**src/rtl/elastic_stage_reg.sv**
```systemverilog
// Elastic pipeline stage register with bubble insert (clr) and exception flush (req).
// Define ELASTIC_SKID_EN to add a skid entry, which makes in_ready a pure register.
module elastic_stage_reg #(
  parameter int          DATA_W     = 96,
  parameter logic [31:0] HANDLER_PC = 32'h0000_4180,
  parameter logic [31:0] RESET_PC   = 32'h0000_0000
) (
  input  logic              clk,
  input  logic              reset,
  input  logic              clr,
  input  logic              req,
  input  logic              in_valid,
  output logic              in_ready,
  input  logic [31:0]       in_pc,
  input  logic [31:0]       in_instr,
  input  logic              in_bd,
  input  logic [4:0]        in_exccode,
  input  logic [DATA_W-1:0] in_data,
  output logic              out_valid,
  input  logic              out_ready,
  output logic [31:0]       out_pc,
  output logic [31:0]       out_instr,
  output logic              out_bd,
  output logic [4:0]        out_exccode,
  output logic [DATA_W-1:0] out_data,
  output logic [15:0]       bubble_cnt
);

  typedef struct packed {
    logic [31:0]       pc;
    logic [31:0]       instr;
    logic              bd;
    logic [4:0]        exccode;
    logic [DATA_W-1:0] data;
  } entry_t;

  entry_t in_e, hdl_e, bub_e, rst_e, src_e, m_q;
  logic   m_vld, src_vld, flush, accept, drain, m_load;

  assign in_e  = {in_pc, in_instr, in_bd, in_exccode, in_data};
  assign hdl_e = {HANDLER_PC, 32'd0, 1'b0, 5'd0, {DATA_W{1'b0}}};
  assign bub_e = {in_pc, 32'd0, in_bd, 5'd0, {DATA_W{1'b0}}};
  assign rst_e = {RESET_PC, {(32 + 1 + 5 + DATA_W){1'b0}}};

  assign flush  = reset | req | clr;
  assign accept = in_valid & in_ready;
  assign drain  = m_vld & out_ready;
  assign m_load = ~m_vld | drain;

`ifdef ELASTIC_SKID_EN
  entry_t s_q;
  logic   s_vld;

  // in_ready only looks at registered S state, so out_ready never reaches it.
  assign in_ready = ~s_vld & ~flush;
  assign src_e    = s_vld ? s_q : in_e;
  assign src_vld  = s_vld | accept;

  always_ff @(posedge clk) begin
    if (reset) begin
      s_vld <= 1'b0;
      s_q   <= '0;
    end else if (req) begin
      s_vld <= 1'b0;
    end else if (!clr) begin
      if (m_load) begin
        s_vld <= 1'b0;
      end else if (accept) begin
        s_vld <= 1'b1;
        s_q   <= in_e;
      end
    end
  end
`else
  assign in_ready = (~m_vld | out_ready) & ~flush;
  assign src_e    = in_e;
  assign src_vld  = accept;
`endif

  always_ff @(posedge clk) begin
    if (reset) begin
      m_vld <= 1'b0;
      m_q   <= rst_e;
    end else if (req) begin
      m_vld <= 1'b1;
      m_q   <= hdl_e;
    end else if (clr) begin
      m_vld <= 1'b1;
      m_q   <= bub_e;
    end else if (m_load) begin
      m_vld <= src_vld;
      if (src_vld) m_q <= src_e;
    end
  end

  always_ff @(posedge clk) begin
    if (reset)                                  bubble_cnt <= 16'd0;
    else if (!req && clr && bubble_cnt != 16'hFFFF) bubble_cnt <= bubble_cnt + 16'd1;
  end

  assign out_valid   = m_vld;
  assign out_pc      = m_q.pc;
  assign out_instr   = m_q.instr;
  assign out_bd      = m_q.bd;
  assign out_exccode = m_q.exccode;
  assign out_data    = m_q.data;

endmodule

```
**config.mk**
```make
export PLATFORM = sky130hd
export DESIGN_NAME = elastic_stage_reg
export DESIGN_NICKNAME = d
export VERILOG_FILES = /design/src/rtl/elastic_stage_reg.sv
export SDC_FILE = /design/constraint.sdc
export NUM_CORES = 1
export LEC_CHECK = 0
export CAP_MARGIN = 20
export CORE_UTILIZATION = 35
export DETAILED_ROUTE_END_ITERATION = 7
export PLACE_DENSITY = 0.76
export SETUP_SLACK_MARGIN = 0.3
export SYNTH_ARGS = -nofsm -noshare
export SYNTH_HDL_FRONTEND = slang
export SYNTH_SLANG_ARGS = --single-unit
```
**constraint.sdc**
```tcl
create_clock -name clk -period 2 [get_ports clk]
set_clock_uncertainty 0.2 [all_clocks]
set_input_delay 0.3 -clock clk [delete_from_list [all_inputs] [get_ports clk]]
set_output_delay 0.3 -clock clk [all_outputs]
set_load 0.05 [all_outputs]
```
Word level (Yosys, flattened, before mapping):

Index checks and enable logic that the tools add are counted.

* $add $sub $neg: 1
* eq/ne operators: 1
* muxes and demuxes: 7
* bitwise gates (word level): 9
* reductions and logical operators: 12

Operator list (count)
* 2-to-1 mux 166 bit: 3
* 2-to-1 mux 149 bit: 1
* adder 16 x 1 -> 16 bit (second input constant): 1
* inequality test 16 bit (second input constant): 1
* AND reduction 2 bit: 3
* nonzero test 3 bit: 2
* OR 1 bit: 4
* nonzero test 2 bit: 2
* AND 1 bit: 3
* 2-to-1 mux 1 bit: 3
* OR reduction 3 bit: 1
* logical AND 1 bit: 2
* inverter 1 bit: 2
* OR reduction 2 bit: 1
* logical NOT 1 bit: 1

* word-level logic and storage cells: 38
* flip-flop bits (word level): 183

Depth between registers and ports, before layout:

Gate-level depths: netlist (run 1).

* depth in word-level cells: 9
* depth in mapped cells: 9

Worst setup path before layout (run 1):

No wires, ideal clock.

* path type: input to output
* start: in clr
* end: out in_ready
* data required time: 1.500 ns
* arrival time: 1.787 ns
* path buffers: 3
* setup slack: -0.287 ns
* cell stages on the path: 5
* path through: buf_2 > nor3_4 > clkbuf_1 > clkbuf_1 > and2_1

* cells in the longest elaborated chain, start to end: 3

Ends and longest elaborated chain
* start: declaration: RTL line 10 `input logic clr,`
* OR 1 bit: RTL line 45 `assign flush = reset | req | clr;`
* inverter 1 bit: RTL line 75 `assign in_ready = (~m_vld | out_ready) & ~flush;`
* AND 1 bit: RTL line 75
* end: declaration: RTL line 13 `output logic in_ready,`

No other way between the ends.

Final worst setup path (run 1):

* start: reg m_vld (netlist: out_valid)
* end: out in_ready

* cells in the longest elaborated chain, start to end: 3

Ends and longest elaborated chain
* start: declaration: RTL line 38 `logic m_vld, src_vld, flush, accept, drain, m_load;`
* start signal: assignment: RTL line 91 `m_vld <= src_vld;`
* inverter 1 bit: RTL line 75
* OR 1 bit: RTL line 75
* AND 1 bit: RTL line 75

No other way between the ends.

==> impl_metrics.json, run 1 <==
{
  "routed_wl_um": 23200,
  "core-area_um2": 18200,
  "cts_buffer_depth": 2,
  "combPwrFrac_pct": 13.4,
  "cts_root_buffer": "clkbuf_16",
  "rsz0062_at_grt": "yes",
  "area_delta_synth_final_pct": 83.1,
  "cts_tree": "yes",
  "io_buffers": 355,
  "p_int_mw": 6.32,
  "synth_flop_cell": "dfxtp_1",
  "grt_pass1_vias": 6595,
  "ir_drop_mv": 0.570,
  "synth_edf_count": 0,
  "stdcell_count": 1466,
  "clk_pin_slew_worst_paths_ns": 0.07,
  "synth.avg_cell_area_um2": 8.02,
  "switching_share_pct": 25.1,
  "cts_htree_levels": 4,
  "slew_headroom_pct": 66.2,
  "end_kind": "output port",
  "postRouteAntennaNets": 0,
  "finalCritPeriodShare_pct": 91.2,
  "highest_layer": "met5",
  "cts_num_sinks": 183,
  "drv_slew": 0,
  "start_kind": "flip-flop",
  "synth_top_cells_by_area": "dfxtp_1 56%, nand2_1 17%, o21ai_0 11%",
  "dp.final_hpwl_um": 15700,
  "grt_first_pass_wirelength_um": 33800,
  "worstPathRequired_ns": 1.50,
  "syn-instance-count": 822,
  "drc": 0,
  "final-hold-violation-count": 0,
  "worstMarginPinSlew_ns": 0.509,
  "pwr-share-seq_pct": 44.4,
  "die_y_um": 139,
  "grt_max_degree": 43,
  "post-place-cells": 1399,
  "total_power_mw": 8.44,
  "placed_cell_area_um2": 10700,
  "initialDrtViolationCount": 350,
  "crit_chain": "nand2b_4 -> buf_6 -> buf_6 -> and2_4 -> buf_12",
  "pwr-share-clk_pct": 42.2,
  "fin_nets": 1398,
  "cap_violations": 0,
  "synth_top_cell_by_area": "dfxtp_1",
  "min_period_ns": 1.82,
  "dr.pass1.iters": 5,
  "die_w_um": 139,
  "synth_nets": 995,
  "post-synth-top-count-cell": "nand2_1",
  "grt_usage_pct": 21.9,
  "pin_count": 356,
  "yosys_warnings": 0,
  "worst_ep_arrival_time_ns": 1.32,
  "start_util_pct": 36.2,
  "std_cell_rows": 49,
  "clock_latency_ns": 0.42,
  "synth_common_cells": "300 x nand2_1, 183 x dfxtp_1, 144 x o21ai_0, 42 x a21oi_1, 38 x clkbuf_1",
  "drive_gt1_share_pct": 28.9,
  "synth.distinct_cells": 40,
  "synth_area_um2": 6600,
  "wl_met3_um": 1850,
  "die_area_um2": 19400,
  "num_vias": 7090,
  "status": "finished, final reports clean",
  "yosysTopAreaCellShare_pct": 55.5,
  "path_class": "flip-flop to output port",
  "wl_met1_um": 8970,
  "critPathMaxStageDelay_ns": 0.36,
  "place_congestion": 0.806,
  "antennaDiodeCount": 0,
  "post-route-util_pct": 66.3,
  "cp_slowest_cell": "dfxtp_4",
  "synth-seq-cells": 183,
  "seq_area_frac_synth_pct": 55.5,
  "via_per_inst": 4.84,
  "numCtsBuffers": 17,
  "met2_length_um": 11700,
  "p_switching_mw": 2.11,
  "grt_overflow": 0,
  "routedWlPerCell_um": 15.8,
  "async_flop_share_pct": 0,
  "hold_path.class": "input port to flip-flop",
  "setup_viol": 0,
  "crit_fanout": 2,
  "fin_area_um2": 12100,
  "p_per_area_nw_per_um2": 699,
  "max_freq_mhz": 548,
  "hold_ws_ns": 0.166,
  "p_leak_nw": 4.70,
  "cpMostUsedCell": "buf_6",
  "antenna_found_initial": 1
}
==> worst max-delay path, delay by kind of cell, from the launching register on <==
kind	cells	cell delay (ns)
flip-flops	1	0.36
buffers and inverters	3	0.35
AND/OR/NAND/NOR	2	0.19
==> final cells by class <==
| class | instances | area [um2] |
|---|---|---|
| repair buffers | 446 | 4610 |
| well taps | 229 | 287 |
| flip-flops and latches | 183 | 3730 |
| clock buffers | 19 | 454 |
| inverters | 3 | 11.3 |
| multi-input cells | 574 | 2820 |
| clock inverters | 12 | 163 |
| fillers | 1457 | 6140 |
==> layer usage <==
metal  global-route usage [%]  vias up
li1                         -     3537
met1                     24.5     3218
met2                     38.1      288
met3                     6.88       45
met4                     10.1        2
met5                        0        -
==> placed cells by master (no fill, tap or decap), drive strengths merged, types with 8 or more instances in the layout <==
cell / n
nand2: 300
dfxtp: 183
buf: 178
o21ai: 169
clkdlybuf4s50: 167
clkdlybuf4s15: 83
a21oi: 42
clkbuf: 31
inv: 9
nor2: 8
==> per-stage QoR <==
step | setup WS [ns] | setup TNS, ns
after global placement | -0.176 | -23.17
final | 0.176 | 0
after global routing | 0.136 | 0
after CTS | 0.143 | 0
after floorplan | 0.246 | 0
after detailed placement | -0.244 | -31.80
==> kinds of logic (layout without fill, tap and decap cells) <==
logic type / Yosys count / after routing / synth area share (%)
AOI/OAI and AO/OA: 223 / 223 / 17.5
and+or+nand+nor: 342 / 342 / 21.1
muxes: 6 / 6 / 0.930
buffers and inverters: 65 / 480 / 4.48
xor gates and xnor gates: 2 / 2 / 0.266
adders and majority gates: 1 / 1 / 0.190
DFF: 183 / 183 / 55.5
==> repair_timing <==
item                       in CTS  in global routing
hold buffers                    0                  0
cloned                          0                 13
resized for setup             267                 46
setup buffers                  13                 10
pin swaps                       7                 10
setup endpoints to repair     237                 72
==> path summary, 6_finish.rpt <==
check	from	end	slack, ns	cells after the start
setup / recovery	out_valid	in_ready	0.18	5
hold / removal	req	out_pc[14]	0.17	3
setup reg to reg	out_valid	out_instr[19]	0.24	9
hold reg to reg	out_instr[17]	out_instr[17]	0.25	2
==> power groups by stage <==
stage / Sequential, mW / Combinational (mW) / Clock (mW)
finish: 3.75 / 1.13 / 3.56
global route: 3.75 / 1.19 / 3.79
CTS: 3.74 / 1.08 / 3.63
detailed placement: 3.83 / 1.08 / 0
global placement: 3.83 / 1.07 / 0
floorplan: 4.10 / 0.204 / 0
==> sequential cells by signal, indices dropped and copies added (netlist names) <==
name and flops:
out_instr 32, out_bd 1, bubble_cnt 16, out_pc 32, out_data 96, out_valid 1, out_exccode 5
(Power assumes the default switching activity.)
==> run 2, diff against run 1 <==
Settings changed: CORE_MARGIN from default to 1.
==> results of run 2 <==
No change in the layout: final DEF, timing and power equal those of run 1.
==> run 3, diff against run 2 <==
Settings changed: ABC_CLOCK_PERIOD_IN_PS from default to 2000, CTS_CLUSTER_DIAMETER from default to 50.
==> results of run 3 <==
No change in the layout: final DEF, timing and power equal those of run 1.
